**config.mk**
```make
export PLATFORM = sky130hd
export DESIGN_NAME = spi_slave_frame
export DESIGN_NICKNAME = d
export VERILOG_FILES = /design/src/rtl/spi_slave_frame.sv
export SDC_FILE = /design/constraint.sdc
export NUM_CORES = 1
export LEC_CHECK = 0
export CORE_ASPECT_RATIO = 1.4
export CORE_UTILIZATION = 55
export CTS_BUF_LIST = sky130_fd_sc_hd__clkbuf_4 sky130_fd_sc_hd__clkbuf_8
export DETAILED_ROUTE_END_ITERATION = 16
export PLACE_DENSITY = 0.8
export SYNTH_ARGS = -nofsm -noshare
export SYNTH_HDL_FRONTEND = slang
export SYNTH_SLANG_ARGS = --single-unit
```
**constraint.sdc**
```tcl
create_clock -name clk -period 2.36 [get_ports clk]
set_input_delay 0.236 -clock clk [delete_from_list [all_inputs] [get_ports clk]]
set_output_delay 0.236 -clock clk [all_outputs]
set_load 0.02 [all_outputs]
```
**src/rtl/spi_slave_frame.sv**
```systemverilog
// spi_slave_frame: SPI slave front-end. Deserialises MOSI frames of DATA_W+2
// bits (2-bit command + payload) into rx_data and serialises read-back data
// onto MISO. Optional macro SPI_SLAVE_FRAME_ERR_EN adds the frame_err output.
module spi_slave_frame #(
  parameter int DATA_W    = 8,
  parameter int MSB_FIRST = 1
) (
  input  logic              clk,
  input  logic              rst_n,
  input  logic              MOSI,
  input  logic              SS_n,
  input  logic              tx_valid,
  input  logic [DATA_W-1:0] tx_data,
  output logic [DATA_W+1:0] rx_data,
  output logic              rx_valid,
  output logic              MISO,
  output logic              busy
`ifdef SPI_SLAVE_FRAME_ERR_EN
  ,
  output logic              frame_err
`endif
);

  localparam int CW = $clog2(DATA_W + 3);
  localparam logic [CW-1:0] LAST_RX = CW'(DATA_W + 1);
  localparam logic [CW-1:0] TX_LAST = CW'(DATA_W);
  localparam logic [CW-1:0] CNT_MAX = CW'(DATA_W + 2);

  typedef enum logic [2:0] {IDLE, CHK_CMD, WRITE, READ_ADD, READ_DATA} state_t;
  typedef enum logic [1:0] {TX_WAIT, TX_SHIFT, TX_DONE} tx_phase_t;

  state_t            state_q, state_d;
  tx_phase_t         tx_phase_q, tx_phase_d;
  logic [CW-1:0]     cnt_q, cnt_d;
  logic [DATA_W+1:0] rx_sr_q, rx_sr_d;
  logic [DATA_W+1:0] rx_data_q, rx_data_d;
  logic              rx_valid_q, rx_valid_d;
  logic              rx_done_q, rx_done_d;
  logic [DATA_W-1:0] tx_sr_q, tx_sr_d;
  logic              miso_q, miso_d;
  logic              rd_addr_seen_q, rd_addr_seen_d;

  logic [DATA_W+1:0] rx_shift;
  logic [DATA_W-1:0] tx_next;
  logic              tx_bit;
  logic [CW-1:0]     cnt_inc;

`ifdef SPI_SLAVE_FRAME_ERR_EN
  logic frame_err_q, frame_err_d;
  logic abort_err;
`endif

  // State and datapath registers, asynchronously cleared.
  always_ff @(posedge clk or negedge rst_n) begin
    if (!rst_n) begin
      state_q        <= IDLE;
      tx_phase_q     <= TX_WAIT;
      cnt_q          <= '0;
      rx_sr_q        <= '0;
      rx_data_q      <= '0;
      rx_valid_q     <= 1'b0;
      rx_done_q      <= 1'b0;
      tx_sr_q        <= '0;
      miso_q         <= 1'b0;
      rd_addr_seen_q <= 1'b0;
    end else begin
      state_q        <= state_d;
      tx_phase_q     <= tx_phase_d;
      cnt_q          <= cnt_d;
      rx_sr_q        <= rx_sr_d;
      rx_data_q      <= rx_data_d;
      rx_valid_q     <= rx_valid_d;
      rx_done_q      <= rx_done_d;
      tx_sr_q        <= tx_sr_d;
      miso_q         <= miso_d;
      rd_addr_seen_q <= rd_addr_seen_d;
    end
  end

  // Next-state and datapath logic; SS_n high overrides everything.
  always_comb begin
    state_d        = state_q;
    tx_phase_d     = tx_phase_q;
    cnt_d          = cnt_q;
    rx_sr_d        = rx_sr_q;
    rx_data_d      = rx_data_q;
    rx_valid_d     = 1'b0;
    rx_done_d      = rx_done_q;
    tx_sr_d        = tx_sr_q;
    miso_d         = 1'b0;
    rd_addr_seen_d = rd_addr_seen_q;

    if (MSB_FIRST != 0) begin
      rx_shift = {rx_sr_q[DATA_W:0], MOSI};
      tx_bit   = tx_sr_q[DATA_W-1];
      tx_next  = tx_sr_q << 1;
    end else begin
      rx_shift = {MOSI, rx_sr_q[DATA_W+1:1]};
      tx_bit   = tx_sr_q[0];
      tx_next  = tx_sr_q >> 1;
    end
    cnt_inc = (cnt_q == CNT_MAX) ? cnt_q : cnt_q + CW'(1);

    if (SS_n) begin
      state_d    = IDLE;
      tx_phase_d = TX_WAIT;
      cnt_d      = '0;
      rx_sr_d    = '0;
      tx_sr_d    = '0;
      rx_done_d  = 1'b0;
    end else begin
      case (state_q)
        IDLE: begin
          state_d = CHK_CMD;
          cnt_d   = '0;
        end
        CHK_CMD: begin
          cnt_d = '0;
          if (!MOSI)               state_d = WRITE;
          else if (rd_addr_seen_q) state_d = READ_DATA;
          else                     state_d = READ_ADD;
        end
        WRITE, READ_ADD, READ_DATA: begin
          if (!rx_done_q) begin
            rx_sr_d = rx_shift;
            if (cnt_q == LAST_RX) begin
              rx_data_d  = rx_shift;
              rx_valid_d = 1'b1;
              rx_done_d  = 1'b1;
              cnt_d      = '0;
              if (state_q == READ_ADD) rd_addr_seen_d = 1'b1;
            end else begin
              cnt_d = cnt_inc;
            end
          end else if (state_q == READ_DATA) begin
            // The counter is reused to pace the DATA_W MISO bits; one extra
            // edge after the last bit returns MISO to 0.
            case (tx_phase_q)
              TX_WAIT: begin
                if (tx_valid) begin
                  tx_sr_d    = tx_data;
                  cnt_d      = '0;
                  tx_phase_d = TX_SHIFT;
                end
              end
              TX_SHIFT: begin
                if (cnt_q == TX_LAST) begin
                  tx_phase_d     = TX_DONE;
                  rd_addr_seen_d = 1'b0;
                end else begin
                  miso_d  = tx_bit;
                  tx_sr_d = tx_next;
                  cnt_d   = cnt_inc;
                end
              end
              default: ;
            endcase
          end
        end
        default: state_d = IDLE;
      endcase
    end
  end

`ifdef SPI_SLAVE_FRAME_ERR_EN
  // Abort detection: SS_n rising while a frame or read-back is unfinished.
  always_comb begin
    abort_err = 1'b0;
    case (state_q)
      CHK_CMD:         abort_err = 1'b1;
      WRITE, READ_ADD: abort_err = !rx_done_q;
      READ_DATA:       abort_err = (tx_phase_q != TX_DONE);
      default:         abort_err = 1'b0;
    endcase
    frame_err_d = SS_n && abort_err;
  end

  // Registered one-cycle abort pulse.
  always_ff @(posedge clk or negedge rst_n) begin
    if (!rst_n) frame_err_q <= 1'b0;
    else        frame_err_q <= frame_err_d;
  end

  assign frame_err = frame_err_q;
`endif

  assign rx_data  = rx_data_q;
  assign rx_valid = rx_valid_q;
  assign MISO     = miso_q;
  assign busy     = (state_q != IDLE);

endmodule

```
# == Yosys cells after proc, flatten, opt, wreduce, memory -nomap -nowiden ==
# Cells that the tools add are included.
# totals
latchBits,0
output_inout_bits,13
reg_bits,40
romBits,0
memories,0
word_cells,100
ram_bits,0
input_bits,13
# classes
n_reduce_logical,18
shift,0
mul,0
n_addsub,1
bitwise_logic,2
n_lt_le_gt_ge,0
mux,49
n_eq_ne,20
div_mod_pow,0
# op_table
operator,count
$mux W8,6
$mux W4,7
$mux W9,3
$mux W1,19
$pmux W4 S2,2
$pmux W8 S2,1
$eq A4 B4 Y1 const B,3
$mux W2,6
$reduce_and A6 Y1,2
$ne A5 B5 Y1 const B,2
$reduce_bool A2 Y1,5
$mux W3,3
$ne A3 B3 Y1 const B,3
$pmux W3 S3,1
$reduce_bool A3 Y1,3
$reduce_and A7 Y1,1
$eq A3 B2 Y1 const B,2
$ne A2 B1 Y1 const B,3
$ne A5 B4 Y1 const B,1
$reduce_and A5 Y1,1
$add A4 B1 Y4 const B,1
$ne A2 B2 Y1 const B,2
$ne A4 B4 Y1 const B,1
$pmux W2 S2,1
other kinds (10),11

# == Longest topological paths before layout ==
# depth
ltp_word,8
mapped_depth,6
mapped_depth_nobuf,6

# == Worst setup path before layout ==
# No wires, ideal clock.
# synth_timing
path_type,reg-to-reg
startpoint,register state_q[1]
endpoint,"register rx_data_q[0], in the netlist rx_data[0]"
setup_ps,125
stages_incl_launch_ff,7
t_required_ps,2235
arrival_time_ps,1757
path_slack_ps,479
synth_period_minus_slack_ps,1881
path_buffers,2
path_cell_list,dfrtp_1 buf_6 or3b_4 a21oi_4 and2_1 buf_4 mux2_2
# synth_via
elab_chain_len,3
elab_cells_between_ends,5
cone_classes,eq/ne (3); reduce/logical (2)
# synth_lines
element,line,source
from (decl),32,"state_t state_q, state_d;"
from (signal assigned),67,state_q <= state_d;
$eq A3 B2 Y1 or $eq A3 B3 Y1 (tied branches),112,case (state_q)
$reduce_or A3 Y1 (*),112,
$reduce_and A4 Y1 (no source line) (*),n/a,
to (signal assigned),71,rx_data_q <= rx_data_d;
to (decl),36,"logic [DATA_W+1:0] rx_data_q, rx_data_d;"
# Every way passes the cells marked *; elsewhere a longest branch is shown, timed or not.
# A chain may end at the register's enable or synchronous reset.

# == Worst setup path in the final report ==
# layout_timing
startpoint,register state_q[1]
endpoint,"register rx_data_q[9], in the netlist rx_data[9]"
# Same word-level chain as after synthesis.

==> flow_summary.yaml <==
critical_path:
  cp_data_required_time_ps: 2530
  cp_slowest_cell: "or3b_4"
  cp-start-kind: "flop"
  crit_fanout: 11
  cp-endpoint: "rx_data[9]$_DFFE_PN0P_"
  r2r-start: "state_q[1]$_DFFE_PN0P_"
  worstSetupPathType: "flop to flop"
  path_delay_family: "simple AND/OR/NAND/NOR gates"
  cp.depth: 4
  crit_start: "state_q[1]$_DFFE_PN0P_"
  cp-end-kind: "flop"
  cp.arrival_ps: 2350
  r2r_setup_slack_ps: 180
  cp_num_buf_inv: 0
  crit_path_cell_trace: "or3b_4 > a21oi_4 > and2_1 > mux2_2"
  reg2reg_depth: 4
  critPathMaxStageDelay_ps: 490
  timing.rr.end: "rx_data[9]$_DFFE_PN0P_"
sta:
  timing.fmax_mhz: 459
  setup_viol: 0
  slew_headroom_pct: 43.7
  worstMarginPinSlew_ps: 845
  post-route-period-util_pct: 92.3
  period_needed_ps: 2180
  finalHoldViolations: 0
  fin_setup_tns_ps: 0
  skew_ps: 6.27
  rsz0062_at_grt: "no"
  report.final.slew_viol_count: 0
layout:
  antenna_cells: 0
  final_area_um2: 2300
  area_growth_pct: 19.3
  ff_latch_area_um2: 1000
  drive_gt1_share_pct: 19.3
  multiInputGateArea_um2: 853
  stdcell_count: 242
  nets: 218
  fillCellCount: 273
global_routing:
  grt_max_degree: 41
  grt_use_total_pct: 23.0
  grt_pass1_wl_um: 6380
  antenna_found_initial: 0
  grt_pass1_vias: 1467
  grt-ovfl-total: 0
place:
  dp_cells: 234
  portBuffers: 25
  hpwl_um: 2800
  place.gp.congestion: 0.863
  placed_cell_area_um2: 2220
drt:
  wl_per_cell_um: 15.7
  firstDrtPassIters: 4
  drt_iter0_markers: 56
  drt.antenna.violating_nets: 0
  via_count: 1469
  drt_wl_total_um: 3810
  drc: 0
  viasPerCell: 6.07
clock_network:
  clk_path_buf_depth: 2
  cts_setup_buffers: 0
  cts_tree: "done"
  cts-root-buf: "clkbuf_8"
  htreeDepth: 2
  clock_sinks: 40
  cts_hold_buffers: 0
  clk_latency_ps: 290
  cts-buffers-inserted: 5
  clk_pin_slew_worst_paths_ps: 70
  cts_resized: 0
synth:
  synth_area_leader_cell: "dfrtp_1"
  synthCells: 173
  ys_seq_elements: 40
  synthTopCellsByCount: "dfrtp_1 (40), nand2_1 (23), mux2_2 (17)"
  synth_seq_area_share_pct: 51.8
  synthDominantCellAreaShare_pct: 51.8
  avgSynthCellArea_um2: 11.2
  syn_area_um2: 1930
  ys.flop_type: "dfrtp_1"
  synth_nets: 190
  yosys.cell_count.top_type: "dfrtp_1"
  synth_edf_count: 0
  yosys_warnings: 0
  synth_cell_type_count: 40
  synth_area_leaders: "dfrtp_1 (52%), mux2_2 (9.9%), nand2_1 (4.5%), a22o_1 (4.1%), a21oi_1 (2.8%)"
  async_flop_share_pct: 100
floorplanning:
  die_w_um: 52.1
  dieArea_um2: 3760
  start_util_pct: 57.2
  io_pins: 26
  core_region_area_um2: 3380
  fp-row-count: 25
  die_y_um: 72.1
run:
  maxCapViolations: 0
run_status:
  status: "complete, no violations"
worst_hold_path:
  hold_path_class: "primary input to async pin"
power:
  leakage_nw: 1.03
  power_density_nw_per_um2: 549
  vdd_ir_drop_max_v: 0.000522
[per-stage QoR]
step	hold slack (ps)	worst slack [ps]	total power [mW]	util [%]
after CTS	82.2	192	1.28	68.2
after global routing	119	95.7	1.33	68.2
final	50.9	181	1.26	68.2
after detailed placement	398	189	0.842	65.6
after global placement	388	282	0.837	65.6
after floorplan	-59.6	479	0.790	-
[metal layers]
layer	track usage (%)	vias to the layer above	routed length, um
li1	-	682	-
met1	25.5	732	1530
met2	40.7	43	2030
met3	5.03	12	149
met4	10.5	0	102
met5	0	-	0
[kinds of logic (layout without fill, tap and decap cells)]
family | after synthesis | count (layout) | synth area share, %
adders and majority gates | 4 | 4 | 2.59
muxes | 18 | 18 | 10.4
buffers and inverters | 16 | 45 | 4.02
and+or+nand+nor | 56 | 56 | 16.1
AOI/OAI and AO/OA | 39 | 39 | 15.1
DFF | 40 | 40 | 51.8
[power breakdown]
part	total [mW]	internal [mW]	switching (mW)
combinational	0.109	0.0508	0.0584
sequential	0.719	0.702	0.0164
clock	0.437	0.206	0.231
[placed cells by master, fill, tap and decap left out, types with 2 or more instances in the layout]
| master | n |
|---|---|
| nor2b_1 | 3 |
| inv_1 | 6 |
| mux2_2 | 17 |
| nand2b_1 | 5 |
| clkdlybuf4s50_1 | 24 |
| a22o_1 | 9 |
| o221ai_1 | 4 |
| clkbuf_8 | 5 |
| a21oi_1 | 11 |
| nand2_1 | 23 |
| nand4_1 | 2 |
| buf_4 | 6 |
| ha_1 | 4 |
| a31oi_1 | 3 |
| nand3_1 | 3 |
| nor2_1 | 7 |
| dfrtp_1 | 40 |
| o2111ai_1 | 4 |
| clkinv_2 | 2 |
| o21ai_0 | 2 |
[sequential cells by signal (all words and copies together) (netlist names)]
signal	count
rd_addr_seen_q	1
tx_sr_q	8
rx_data	10
rx_sr_q	9
tx_phase_q	2
cnt_q	4
rx_done_q	1
rx_valid	1
state_q	3
MISO	1
[worst min path at each step]
stage	endpoint	depth (start not counted)	start	slack, ps
6_report	state_q[0]$_DFFE_PN0P_	1	rst_n	50
5_1_grt	rx_sr_q[5]$_DFFE_PN0P_	1	rst_n	120
4_1_cts	rx_sr_q[5]$_DFFE_PN0P_	1	rst_n	80
3_5_place_dp	rx_data[8]$_DFFE_PN0P_	1	rst_n	400
3_3_place_gp	rx_data[8]$_DFFE_PN0P_	1	rst_n	390
2_1_floorplan	MISO$_DFF_PN0_	0	rst_n	-60
[final cells by class]
cell class | count | area share, %
inverters | 6 | 0.977
clock inverters | 3 | 0.814
repair buffers | 31 | 12.6
well taps | 40 | 2.17
clock buffers | 5 | 2.99
multi-input cells | 117 | 37.0
flip-flops and latches | 40 | 43.4
Note: power is estimated with default switching activity, not from simulation.
==> variant 1, RTL diff (same settings) <==
The parameter `DATA_W` goes from 8 to 4.
--- a/src/rtl/spi_slave_frame.sv
+++ b/src/rtl/spi_slave_frame.sv
@@ -2,7 +2,7 @@
 // bits (2-bit command + payload) into rx_data and serialises read-back data
 // onto MISO. Optional macro SPI_SLAVE_FRAME_ERR_EN adds the frame_err output.
 module spi_slave_frame #(
-  parameter int DATA_W    = 8,
+  parameter int DATA_W    = 4,
   parameter int MSB_FIRST = 1
 ) (
   input  logic              clk,
Interface: changed (resized rx_data and tx_data); port bits go from 26 to 18. No check against the original RTL was run, so the function may have changed too.
==> variant 1 against the unedited design <==
- synthesized cell count fell by 28%
- worst setup slack improved by 0.059 ns
- global-route usage fell by 2.8 points
- sequential cell count fell by 13
- power fell by 40%
- routed wire length fell by 35%
- critical path depth fell by 2
- sequential share of layout area fell by 1.0 points
- utilization fell by 1.6 points
- synthesized area fell by 29%
- final area fell by 31%
- non-clock buffer count fell by 12
- highest routed layer unchanged
==> variant 1: results (changes against the unedited design) <==
status:
  outcome: "completed"
synth:
  synthArstFlopShare: 1.000  # unchanged
  synth_edf_count: 0  # unchanged
  synth_nets: 138  # -27%
  yosysWarnings: 0  # unchanged
  synth.area.top_cells: "dfrtp_1, mux2_4, ha_1"
  yosys.cell_types.count: 41  # +2.5%
  synth_compound_area_frac: 0.1427  # -0.008179
  synth_common_cells: "dfrtp_1, nand2_1, nor2_1"
  synth.mux.area_fraction: 0.07273  # -0.03155
  yosys.area_share.adder: 0.03636  # +0.01046
  ys_seq_area_frac: 0.4909  # -0.02723
  ys.flop_type: "dfrtp_1"
power:
  irDropWorstVdd_v: 0.0003446  # -34%
  power_frac_seq: 0.633  # +0.065
  power.internal_uw: 569.2  # -41%
  leakagePower_nw: 0.7063  # -32%
  power.share.clock: 0.271  # -0.074
global_routing:
  grt_first_pass_wirelength_um: 4146  # -35%
  grt_pass1_vias: 962  # -34%
  met3_usage: 0.02639  # -0.02392
  grt_use_total: 0.2017  # -0.02822
  met2_usage: 0.3782  # -0.02926
  use_met1: 0.2286  # -0.02628
  grt_max_degree: 28  # -32%
layout:
  largest_reg_flops: 6  # -4
  finalNetCount: 156  # -28%
  drive_gt1_frac: 0.1479  # -0.04518
  nFillCells: 193  # -29%
placed_design:
  dp.final_hpwl_um: 1757  # -37%
  numPortBuffers: 17  # -32%
  dpl-instance-area_mm2: 0.001564  # -29%
  gp_congestion: 0.7861  # -8.9%
timing:
  skew_ns: 0.01475  # +0.008485 ns
  worst_slew_pin_slew_ns: 0.5727  # -0.2725 ns
  period_share: 0.8983  # -0.02518
drt:
  met3_length_um: 83  # -44%
  routedWlPerCell_um: 14.13  # -10%
  viasPerCell: 5.710  # -5.9%
  met2WireLength_um: 1292  # -36%
  wl_met1_um: 1091  # -29%
  dr.pass1.iters: 4  # unchanged
  drtIter0Drc: 31  # -45%
critical_path:
  cp_top_family: "buffers and inverters"
  cp.arrival_ns: 1.88  # -0.47 ns
  crit_slowest_cell: "clkdlybuf4s50_1"
  worstPathMaxFanout: 10  # -1
  max_stage_delay_ns: 0.54  # +0.05 ns
clocking:
  htreeDepth: 1  # -1
  cts_made_buffers: 3  # -2
  insertion_delay_ns: 0.33  # +0.04 ns
  path_clk_slew_ns: 0.16  # +0.09 ns
  cts-root-buf: "clkbuf_4"
-- variant 1: changes by cell type after synthesis, moves of 5 or more --
| cell | delta |
|---|---|
| mux2_2 | -17 |
| dfrtp_1 | -13 |
| nand2_1 | -11 |
| a21oi_1 | -6 |
| mux2_4 | +6 |
| nor2_1 | +5 |
-- variant 1: worst paths after layout --
| path | start | endpoint | slack [ns] | cells past startpoint |
|---|---|---|---|---|
| max | state_q[1] | busy | 0.24 | 2 |
| min | rst_n | rx_sr_q[0] | 0.25 | 2 |
| max reg2reg | state_q[2] | cnt_q[0] | 0.34 | 4 |
| min reg2reg | rx_data[4] | rx_data[4] | 0.53 | 1 |
| max in group asynchronous | rst_n | rx_sr_q[2] | 1.85 | 2 |
| min in group clk | tx_data[1] | tx_sr_q[1] | 0.45 | 3 |
-- variant 1: cell type report --
class / instances / area [µm²] / area share
tap: 34 / 42.54 / 0.02669
sequential: 27 / 675.6 / 0.4239
multi-input combinational: 87 / 641.9 / 0.4027
inverter: 5 / 18.77 / 0.01177
clock inverter: 1 / 7.507 / 0.004710
timing repair buffer: 19 / 185.2 / 0.1162
clock buffer: 3 / 22.52 / 0.01413
-- variant 1: through the flow --
step                      hold WS, ns  power [mW]  worst slack, ns  std cells
after floorplan              -0.05959      0.5268           0.5625        125
after global placement         0.4942      0.5607           0.3185        172
after detailed placement       0.4925      0.5629           0.1957        172
after CTS                      0.2586      0.7671           0.2251        176
after global routing           0.2912      0.7857           0.1614        176
final                          0.2522      0.7604           0.2400        176
-- variant 1: kinds of logic after synthesis --
| logic type | Yosys count |
|---|---|
| AOI/OAI and AO/OA | 27 |
| DFF | 27 |
| muxes | 7 |
| adders and majority gates | 4 |
| and+or+nand+nor | 49 |
| buffers and inverters | 11 |
==> variant 2, RTL diff (same flow settings) <==
Without the edit above. Remove the register `rx_valid_q`: a continuous assignment takes its place, so the output `rx_valid` follows one clock earlier.
--- a/src/rtl/spi_slave_frame.sv
+++ b/src/rtl/spi_slave_frame.sv
@@ -58,7 +58,6 @@
       cnt_q          <= '0;
       rx_sr_q        <= '0;
       rx_data_q      <= '0;
-      rx_valid_q     <= 1'b0;
       rx_done_q      <= 1'b0;
       tx_sr_q        <= '0;
       miso_q         <= 1'b0;
@@ -69,13 +68,14 @@
       cnt_q          <= cnt_d;
       rx_sr_q        <= rx_sr_d;
       rx_data_q      <= rx_data_d;
-      rx_valid_q     <= rx_valid_d;
       rx_done_q      <= rx_done_d;
       tx_sr_q        <= tx_sr_d;
       miso_q         <= miso_d;
       rd_addr_seen_q <= rd_addr_seen_d;
     end
   end
+
+  assign rx_valid_q = rx_valid_d;
 
   // Next-state and datapath logic; SS_n high overrides everything.
   always_comb begin
Formal check against the unedited RTL: no difference found for any inputs over 10 cycles, from zero or initial values and one cycle with rst_n low; that may be too few to reach the edited logic, so the function may still have changed.
==> variant 2 against the unedited design <==
- register-to-register slack improved by 0.27 ns
- final area down 0.87%
- via count is 1.8% lower
- routed wire length up 1.0%
- worst setup slack better by 0.078 ns
- power is 6.3% higher
- sequential cell count decreased by 1
- worst hold slack got worse by 0.012 ns
- sequential share of layout area is 0.66 points lower
- synthesized area decreased by 2.5%
- critical path type is now reg2out
- critical endpoint is now rx_valid
- largest cell class unchanged
- largest power group unchanged
- highest routed layer unchanged
==> variant 2: results (changes against the unedited design) <==
status:
  outcome: "completed"
clocking:
  cts_setup_buffers: 0  # unchanged
  path_clk_slew_ns: 0.07  # about the same
  insertion_delay_ns: 0.29  # about the same
  cts-root-buf: "clkbuf_8"
  htreeDepth: 2  # unchanged
  cts_resized: 2  # +2
  cts_buffer_depth: 2  # unchanged
  cts_made_buffers: 5  # unchanged
synth:
  synth_nets: 186  # -2.1%
  ys.flop_type: "dfrtp_1"
  synthArstFlopShare: 1.000  # unchanged
  ys_seq_area_frac: 0.5179  # about the same
  avgSynthCellArea_um2: 11.15  # -0.15%
  synth.area.top_cells: "dfrtp_1, mux2_4, a22o_1"
  synth_common_cells: "dfrtp_1, nand2_1, nor2_1"
  yosysWarnings: 0  # unchanged
  yosys.cell_types.count: 38  # -5.0%
global_routing:
  antenna_found_initial: 0  # unchanged
  grt_first_pass_wirelength_um: 6361  # -0.33%
  grt_max_degree: 40  # -2.4%
  grt_use_total: 0.2341  # +0.004141
drt:
  viasPerCell: 6.033  # -0.61%
  drtIter0Drc: 56  # unchanged
  dr.pass1.iters: 4  # unchanged
  drt_wl_total_um: 3845  # +1.0%
  vias: 1442  # -1.8%
critical_path:
  worstReg2RegStart: "state_q[1]"
  worstPathMaxFanout: 7  # -4
  ff2ff_path_depth: 6  # +2
  cp_top_family: "simple AND/OR/NAND/NOR gates"
  critPathRequiredTime_ns: 2.12  # -0.41 ns
  ff2ff_setup_slack_ns: 0.45  # +0.27 ns
  max_stage_delay_ns: 0.45  # -0.04 ns
  regToRegEndpoint: "tx_sr_q[2]"
  crit_slowest_cell: "dfrtp_1"
placed_design:
  preCtsSetupSlack_ns: 0.2577  # +0.06840 ns
  dpl-instance-area_mm2: 0.002167  # -2.3%
  numPortBuffers: 25  # unchanged
  gp_congestion: 0.7497  # -13%
  dp.final_hpwl_um: 2626  # -6.3%
  dp.cells: 231  # -1.3%
timing:
  slew_headroom: 0.4471  # +0.01055
  whs_ns: 0.03926  # -0.01162 ns
  skew_ns: 0.003944  # -0.002326 ns
layout:
  drive_gt1_frac: 0.1600  # -0.03307
  diodes: 0  # unchanged
  finalNetCount: 216  # -0.92%
  largest_reg_flops: 10  # unchanged
hold_path:
  hold_path.class: "in2async"
power:
  leakagePower_nw: 1.042  # +0.89%
  irDropWorstVdd_v: 0.0004154  # -20%
[variant 2: cell types whose count changed after synthesis, moves of 3 or more]
cell / delta
mux2_2: -16
mux2_4: +9
a311oi_1: +7
nor2_1: +6
a21oi_1: -3
nor3_1: +3
[variant 2: report_power, final]
part           switching (mW)  internal, mW
registers             0.00811         0.674
clock network           0.225         0.342
logic                  0.0554        0.0398
[variant 2: logic make-up (layout without fill, tap and decap cells)]
family          Yosys count  count (layout)  share of synthesized area
simple gates             57              57                     0.1454
mux                      11              11                    0.08300
buf+inv                  16              47                    0.04582
compound gates           42              42                     0.1813
fa+ha+maj                 4               4                    0.02656
flops                    39              39                     0.5179
[variant 2: area by class of cell]
class / instances / area, µm²
clock buffer: 6 / 82.58
clock inverter: 2 / 35.03
fill: 247 / 898.4
inverter: 8 / 30.03
multi-input combinational: 114 / 822.0
sequential: 39 / 977.2
tap: 39 / 48.80
timing repair buffer: 31 / 289.0
[variant 2: how the worst max path moves through the flow]
stage                     startpoint    endpoint  slack (ns)  cells past startpoint
final                     state_q[0]    rx_valid        0.26                      5
after global routing      state_q[0]    rx_valid        0.18                      5
after CTS                 state_q[0]    rx_valid        0.24                      5
after detailed placement  state_q[2]    rx_valid        0.26                      5
after global placement    state_q[2]    rx_valid        0.29                      5
after floorplan           state_q[1]  rx_data[0]        0.42                      6
[variant 2: layer usage]
metal / share of wire / up-vias / track usage
li1: - / 672 / -
met1: 0.41 / 721 / 0.2712
met2: 0.52 / 42 / 0.3896
met3: 0.042 / 7 / 0.06369
met4: 0.022 / 0 / 0.1201
met5: 0 / - / 0
